### config.mk
export PLATFORM = sky130hd
export DESIGN_NAME = card_shoe
export DESIGN_NICKNAME = d
export VERILOG_FILES = /design/src/rtl/card_pkg.sv /design/src/rtl/shoe_lfsr.sv /design/src/rtl/card_shoe.sv
export SDC_FILE = /design/constraint.sdc
export NUM_CORES = 1
export LEC_CHECK = 0
export ABC_AREA = 1
export CORE_MARGIN = 1.5
export CORE_UTILIZATION = 30
export CTS_BUF_LIST = sky130_fd_sc_hd__clkbuf_8
export CTS_CLUSTER_DIAMETER = 50
export DETAILED_ROUTE_END_ITERATION = 10
export PLACE_DENSITY = 0.47
export SLEW_MARGIN = 15
export SYNTH_ARGS = -nofsm -noshare
export SYNTH_HDL_FRONTEND = slang
export SYNTH_HIERARCHICAL = 1
export SYNTH_SLANG_ARGS = --single-unit
### constraint.sdc
create_clock -name clk -period 3.3 [get_ports clk]
set_input_delay 0.66 -clock clk [delete_from_list [all_inputs] [get_ports clk]]
set_output_delay 0.66 -clock clk [all_outputs]
set_load 0.01 [all_outputs]
### src/rtl/card_pkg.sv
// card_pkg: shared definitions for the card shoe.
//   - shoe_state_t : controller state encoding (S_IDLE, S_FILL, S_PICK, S_PROBE)
//   - RANKS, CARDS_PER_DECK, ACE_VALUE, FACE_VALUE
//   - rank_value() : maps rank 1..13 to its blackjack value 2..11
package card_pkg;

  typedef enum logic [1:0] {
    S_IDLE  = 2'd0,
    S_FILL  = 2'd1,
    S_PICK  = 2'd2,
    S_PROBE = 2'd3
  } shoe_state_t;

  localparam int         RANKS          = 13;
  localparam int         CARDS_PER_DECK = 52;
  localparam logic [3:0] ACE_VALUE      = 4'd11;
  localparam logic [3:0] FACE_VALUE     = 4'd10;

  // Rank 1 is the ace, 11..13 are J/Q/K, everything else is face value.
  function automatic logic [3:0] rank_value(input logic [3:0] rank);
    logic [3:0] value;
    if (rank == 4'd1) begin
      value = ACE_VALUE;
    end else if (rank >= 4'd11) begin
      value = FACE_VALUE;
    end else begin
      value = rank;
    end
    return value;
  endfunction

endpackage

### src/rtl/shoe_lfsr.sv
// shoe_lfsr: free-running 16-bit Fibonacci LFSR, taps 16,14,13,11.
// Also used by the dealer-card generator, so it stays self-contained.
// Ports:
//   clk   in   system clock
//   reset in   asynchronous active-low reset, loads SEED
//   lfsr  out  current LFSR state (advances every clock)
// SEED must be nonzero or the register locks up at zero.
module shoe_lfsr #(
  parameter logic [15:0] SEED = 16'hACE1
) (
  input  logic        clk,
  input  logic        reset,
  output logic [15:0] lfsr
);

  logic feedback_s;

  assign feedback_s = lfsr[15] ^ lfsr[13] ^ lfsr[12] ^ lfsr[10];

  // Shift left, feeding the tap XOR into bit 0.
  always_ff @(posedge clk or negedge reset) begin
    if (!reset) begin
      lfsr <= SEED;
    end else begin
      lfsr <= {lfsr[14:0], feedback_s};
    end
  end

endmodule

### src/rtl/card_shoe.sv
// card_shoe: multi-deck card source answering draw requests without replacement.
// Ports:
//   clk          in   system clock
//   reset        in   asynchronous active-low reset
//   draw_req     in   one-cycle draw request (ignored while busy)
//   shuffle_req  in   one-cycle refill request (ignored while busy)
//   card_valid   out  one-cycle pulse, card/card_rank valid
//   card         out  blackjack value 2..11
//   card_rank    out  rank 1..13 (1=ace, 11..13=J/Q/K)
//   cards_left   out  cards remaining in the shoe
//   busy         out  high whenever the controller is not idle
//   reshuffled   out  one-cycle pulse when a refill completes
// Build option: define SHOE_DETERMINISTIC_EN to start every draw at the ace,
// which deals the shoe in sorted order; the LFSR keeps running but is unused.
module card_shoe
  import card_pkg::*;
#(
  parameter int          NUM_DECKS      = 1,
  parameter int          RESHUFFLE_LEFT = 15,
  parameter logic [15:0] LFSR_SEED      = 16'hACE1
) (
  input  logic       clk,
  input  logic       reset,
  input  logic       draw_req,
  input  logic       shuffle_req,
  output logic       card_valid,
  output logic [3:0] card,
  output logic [3:0] card_rank,
  output logic [7:0] cards_left,
  output logic       busy,
  output logic       reshuffled
);

  localparam logic [4:0] FULL_RANK = 5'(4 * NUM_DECKS);
  localparam logic [7:0] FULL_SHOE = 8'(CARDS_PER_DECK * NUM_DECKS);
  localparam logic [7:0] LOW_MARK  = 8'(RESHUFFLE_LEFT);

  shoe_state_t state_r;
  logic [3:0]  cand_r;
  logic        pend_draw_r;
  logic        valid_pend_r;
  logic [4:0]  count_r [RANKS];
  logic [15:0] lfsr_s;
  logic [3:0]  start_rank_s;
  logic        hit_s;
  logic        low_s;
  logic        unused_lfsr_s;

  shoe_lfsr #(.SEED(LFSR_SEED)) u_lfsr (
    .clk   (clk),
    .reset (reset),
    .lfsr  (lfsr_s)
  );

`ifdef SHOE_DETERMINISTIC_EN
  assign start_rank_s  = 4'd0;
  assign unused_lfsr_s = ^lfsr_s;
`else
  // Fold 13..15 back onto 0..2 so any nibble names a legal rank index.
  assign start_rank_s  = (lfsr_s[3:0] >= 4'd13) ? (lfsr_s[3:0] - 4'd13) : lfsr_s[3:0];
  assign unused_lfsr_s = ^lfsr_s[15:4];
`endif

  assign low_s = (cards_left < LOW_MARK);

  // Does the current candidate rank still have a card left?
  always_comb begin
    hit_s = 1'b0;
    if (cand_r < 4'd13) begin
      hit_s = (count_r[cand_r] != 5'd0);
    end else begin
      hit_s = 1'b0;
    end
  end

  // Controller: idle/fill/pick/probe sequencing, rank counters and outputs.
  always_ff @(posedge clk or negedge reset) begin
    if (!reset) begin
      state_r      <= S_IDLE;
      cand_r       <= 4'd0;
      pend_draw_r  <= 1'b0;
      valid_pend_r <= 1'b0;
      for (int i = 0; i < RANKS; i++) count_r[i] <= FULL_RANK;
      cards_left   <= FULL_SHOE;
      card_valid   <= 1'b0;
      card         <= 4'd0;
      card_rank    <= 4'd0;
      busy         <= 1'b0;
      reshuffled   <= 1'b0;
    end else begin
      // card/card_rank are loaded one cycle before the valid pulse.
      card_valid   <= valid_pend_r;
      valid_pend_r <= 1'b0;
      reshuffled   <= 1'b0;
      case (state_r)
        S_IDLE: begin
          if (shuffle_req) begin
            pend_draw_r <= 1'b0;
            state_r     <= S_FILL;
            busy        <= 1'b1;
          end else if (draw_req) begin
            // Candidate is latched here even on the refill path.
            cand_r      <= start_rank_s;
            pend_draw_r <= low_s;
            state_r     <= low_s ? S_FILL : S_PICK;
            busy        <= 1'b1;
          end else begin
            state_r <= S_IDLE;
            busy    <= 1'b0;
          end
        end
        S_FILL: begin
          for (int i = 0; i < RANKS; i++) count_r[i] <= FULL_RANK;
          cards_left  <= FULL_SHOE;
          reshuffled  <= 1'b1;
          pend_draw_r <= 1'b0;
          state_r     <= pend_draw_r ? S_PICK : S_IDLE;
          busy        <= pend_draw_r;
        end
        S_PICK, S_PROBE: begin
          if (hit_s) begin
            count_r[cand_r] <= count_r[cand_r] - 5'd1;
            cards_left      <= cards_left - 8'd1;
            card_rank       <= cand_r + 4'd1;
            card            <= rank_value(cand_r + 4'd1);
            valid_pend_r    <= 1'b1;
            state_r         <= S_IDLE;
            busy            <= 1'b0;
          end else begin
            // Walk upward through the ranks; the shoe is never empty here.
            cand_r  <= (cand_r == 4'd12) ? 4'd0 : (cand_r + 4'd1);
            state_r <= S_PROBE;
            busy    <= 1'b1;
          end
        end
        default: begin
          state_r <= S_IDLE;
          busy    <= 1'b0;
        end
      endcase
    end
  end

endmodule

==> impl_metrics.csv <==
group,metric,value,unit
route,ant_nets,0,
route,drt_first_pass_iters,5,
cells_and_area,diodes,0,
flow_run,cap_violations,0,
timing,period_needed,2.92,ns
synthesis,synth_flop_cell,"dfrtp_1",
cells_and_area,utilization,0.338,
cts,cts_root_buf,"clkbuf_8",
synthesis,syn_area,5710,sq um
min_path,hold_class,"in2async",
timing,hold_violations,0,
route,num_vias,4626,
synthesis,yosysTopAreaCell,"dfrtp_1",
setup_path,crit_end,"count_r[3]$_DFFE_PN0P_",
route,drc_errors,0,
setup_path,critPathLaunchType,"register",
cts,post_cts_buffers,0,
route,drt_iter0_drc,303,
timing,fin_worst_skew,0.0211,ns
placement,detailedPlacementHpwl,10000,um
route,routedWlPerCell,15.1,um
cells_and_area,multiInputGateArea,2530,sq um
cts,cts_resized,0,
timing,finalSetupViolations,0,
setup_path,critical_path.max_stage_delay,0.41,ns
global_route,grt-ovfl-total,0,
timing,finalCritPeriodShare,0.886,
placement,place.port_buffers,22,
placement,gp_congestion,0.827,
floorplanning,fp.dieW,141,um
cts,cts_tree,"done",
cts,ctsLongestPathBuffers,2,
setup_path,rr_startpoint,"cand_r[1]$_DFFE_PN0P_",
cells_and_area,area_growth,10.9,%
route,vias_per_cell,4.79,
timing,fin_tns_setup,0,ns
synthesis,ys_warn_count,6,
cts,cts_buffers,9,
global_route,grt_pass1_wl,24400,um
setup_path,crit_chain,"buf_4, nor2_1, o21ai_0, o21ai_0, nand2_1, nand2_1, nor2_4, ha_1, inv_1, nor3_4, nand3_4, nand3_4, nand2_4, nand2_1, nand2_1, nand2_1",
setup_path,cp_slowest_cell,"dfrtp_1",
pwr,powerDensity,344,nW/um^2
synthesis,synth_common_cells,"253 x nand2_1, 84 x dfrtp_1, 78 x nand3_1",
setup_path,criticalPathCategory,"reg2reg",
floorplanning,rows,50,
cts,clock_latency,0.40,ns
setup_path,path_buf_inv,2,
cts,numClockSinks,108,
setup_path,cpMostUsedCell,"nand2_1",
timing,max_freq,342,MHz
global_route,grt_max_degree,67,
global_route,antenna_found_initial,0,
setup_path,reg2reg_depth,16,
setup_path,cp.required,3.63,ns
cells_and_area,seqCellArea,2730,sq um
global_route,first_global_vias,4584,
floorplanning,start_util,0.305,
floorplanning,core_area,18700,sq um
cts,path_clk_slew,0.12,ns
cells_and_area,fin_nets,741,
synthesis,ys_top_cells_by_area,"dfrtp_1 37%, nand2_1 17%, dfstp_2 11%",
synthesis,yosysMostFrequentCell,"nand2_1",
timing,relSlewSlack,0.490,
setup_path,timing.rr.end,"count_r[3]$_DFFE_PN0P_",
pwr,ir_drop,0.245,mV
floorplanning,io_pins,23,
setup_path,worstPathArrival,3.25,ns
synthesis,async_flop_share,1.00,
timing,tightestPinTransition,0.763,ns
setup_path,critPathTopFamily,"simple AND/OR/NAND/NOR gates",
setup_path,startpoint,"cand_r[1]$_DFFE_PN0P_",
route,wl,14600,um
synthesis,synth-edff-count,0,
cts,ctsHoldBuffers,0,
pwr,p_leak,3.21,nW
setup_path,crit_path_max_fanout,23,
synthesis,yosysSeqAreaShare,0.479,
floorplanning,fp.dieH,141,um
synthesis,netlist_instances,710,
cts,htree_levels,3,
synthesis,synth.top_cell.area_share,0.368,
setup_path,path_depth,16,
setup_path,crit_path_end_kind,"register",
cells_and_area,drive_above_1_share,0.124,
cells_and_area,nFillCells,1927,
timing,rsz0062_at_grt,"false",
synthesis,synthesis.nets,725,
synthesis,ys_types,41,
global_route,grt_usage,0.156,
setup_path,reg2reg_setup_slack,0.38,ns
synthesis,ys_ff_latch,108,
floorplanning,die_area,19900,sq um
status,status,"complete, no violations",
synthesis,syn_avg_cell_area,8.04,sq um
timing,slew_viol_final,0,
[stage by stage]
stage | std cells | setup slack [ns] | cell area, sq um | hold slack [ns] | power, W
after global placement | 949 | 0.527 | 6140 | 0.332 | 0.00138
final | 965 | 0.378 | 6320 | 0.268 | 0.00218
after global routing | 965 | 0.109 | 6320 | 0.291 | 0.00226
after detailed placement | 949 | 0.408 | 6140 | 0.335 | 0.00138
after CTS | 965 | 0.367 | 6320 | 0.276 | 0.00221
after floorplan | 710 | 0.703 | 5710 | 0.331 | 0.00135
[worst min path at each step]
stage	slack [ns]	end	startpoint
floorplan	0.33	card_valid$_DFF_PN0_	valid_pend_r$_DFF_PN0_
global placement	0.33	u_lfsr/lfsr[9]$_DFF_PN0_	u_lfsr/lfsr[8]$_DFF_PN0_
detailed placement	0.33	card_valid$_DFF_PN0_	valid_pend_r$_DFF_PN0_
CTS	0.28	u_lfsr/lfsr[9]$_DFF_PN0_	reset
global route	0.29	u_lfsr/lfsr[8]$_DFF_PN0_	reset
finish	0.27	u_lfsr/lfsr[1]$_DFF_PN0_	reset
[kinds of logic (layout without fill, tap and decap cells)]
family / after synthesis / after routing / synth area share
and+or+nand+nor: 424 / 424 / 0.344
DFF: 108 / 108 / 0.479
buffers and inverters: 93 / 114 / 0.0768
AOI/OAI and AO/OA: 67 / 67 / 0.0658
adders and majority gates: 11 / 11 / 0.0241
xor gates and xnor gates: 7 / 7 / 0.0107
[cell usage in the layout, fill, tap and decap left out, types with 6 or more instances in the layout]
| master | synthesis | routed |
|---|---|---|
| xor2_1 | 6 | 6 |
| clkbuf_8 | 0 | 9 |
| clkdlybuf4s50_1 | 0 | 21 |
| o21ai_1 | 6 | 6 |
| buf_4 | 3 | 11 |
| nand3_1 | 78 | 78 |
| nand4_4 | 10 | 10 |
| inv_2 | 11 | 11 |
| ha_1 | 11 | 11 |
| nor2_1 | 63 | 63 |
| inv_1 | 51 | 51 |
| o21ai_0 | 43 | 43 |
| dfrtp_1 | 84 | 84 |
| nand2_1 | 253 | 253 |
| dfstp_2 | 24 | 24 |
[registers in the layout, indices dropped and copies added, names as in the netlist]
name / flops
u_lfsr/lfsr: 16
count_r: 65
busy: 1
card: 4
reshuffled: 1
card_rank: 4
pend_draw_r: 1
cards_left: 8
card_valid: 1
cand_r: 4
state_r: 2
valid_pend_r: 1
[power by group]
group	switching [W]	total [W]	internal [W]
Combinational	0.0000265	0.0000320	0.00000549
Clock	0.000528	0.000822	0.000294
Sequential	0	0.00132	0.00132
[worst reg2reg max path: cells and delay by family (launching register included)]
| kind | cells | cell delay (ns) |
|---|---|---|
| compound gates | 2 | 0.25 |
| fa+ha+maj | 1 | 0.16 |
| buf+inv | 2 | 0.36 |
| flops | 1 | 0.41 |
| simple gates | 11 | 1.65 |
[layer usage]
metal | track usage | part of all wire | up-vias
met5 | 0 | 0 | -
met4 | 0.0493 | 0.016 | 0
met3 | 0.0292 | 0.028 | 18
met2 | 0.246 | 0.45 | 77
met1 | 0.219 | 0.50 | 2236
li1 | - | - | 2295
[layout make-up]
type | count | share of cell area
Inverter | 64 | 0.0384
Clock buffer | 9 | 0.0196
Sequential cell | 108 | 0.432
Tap cell | 234 | 0.0463
Multi-Input combinational cell | 509 | 0.401
Clock inverter | 7 | 0.0103
Timing Repair Buffer | 34 | 0.0526
No activity file was read; power rests on OpenSTA's default activity.
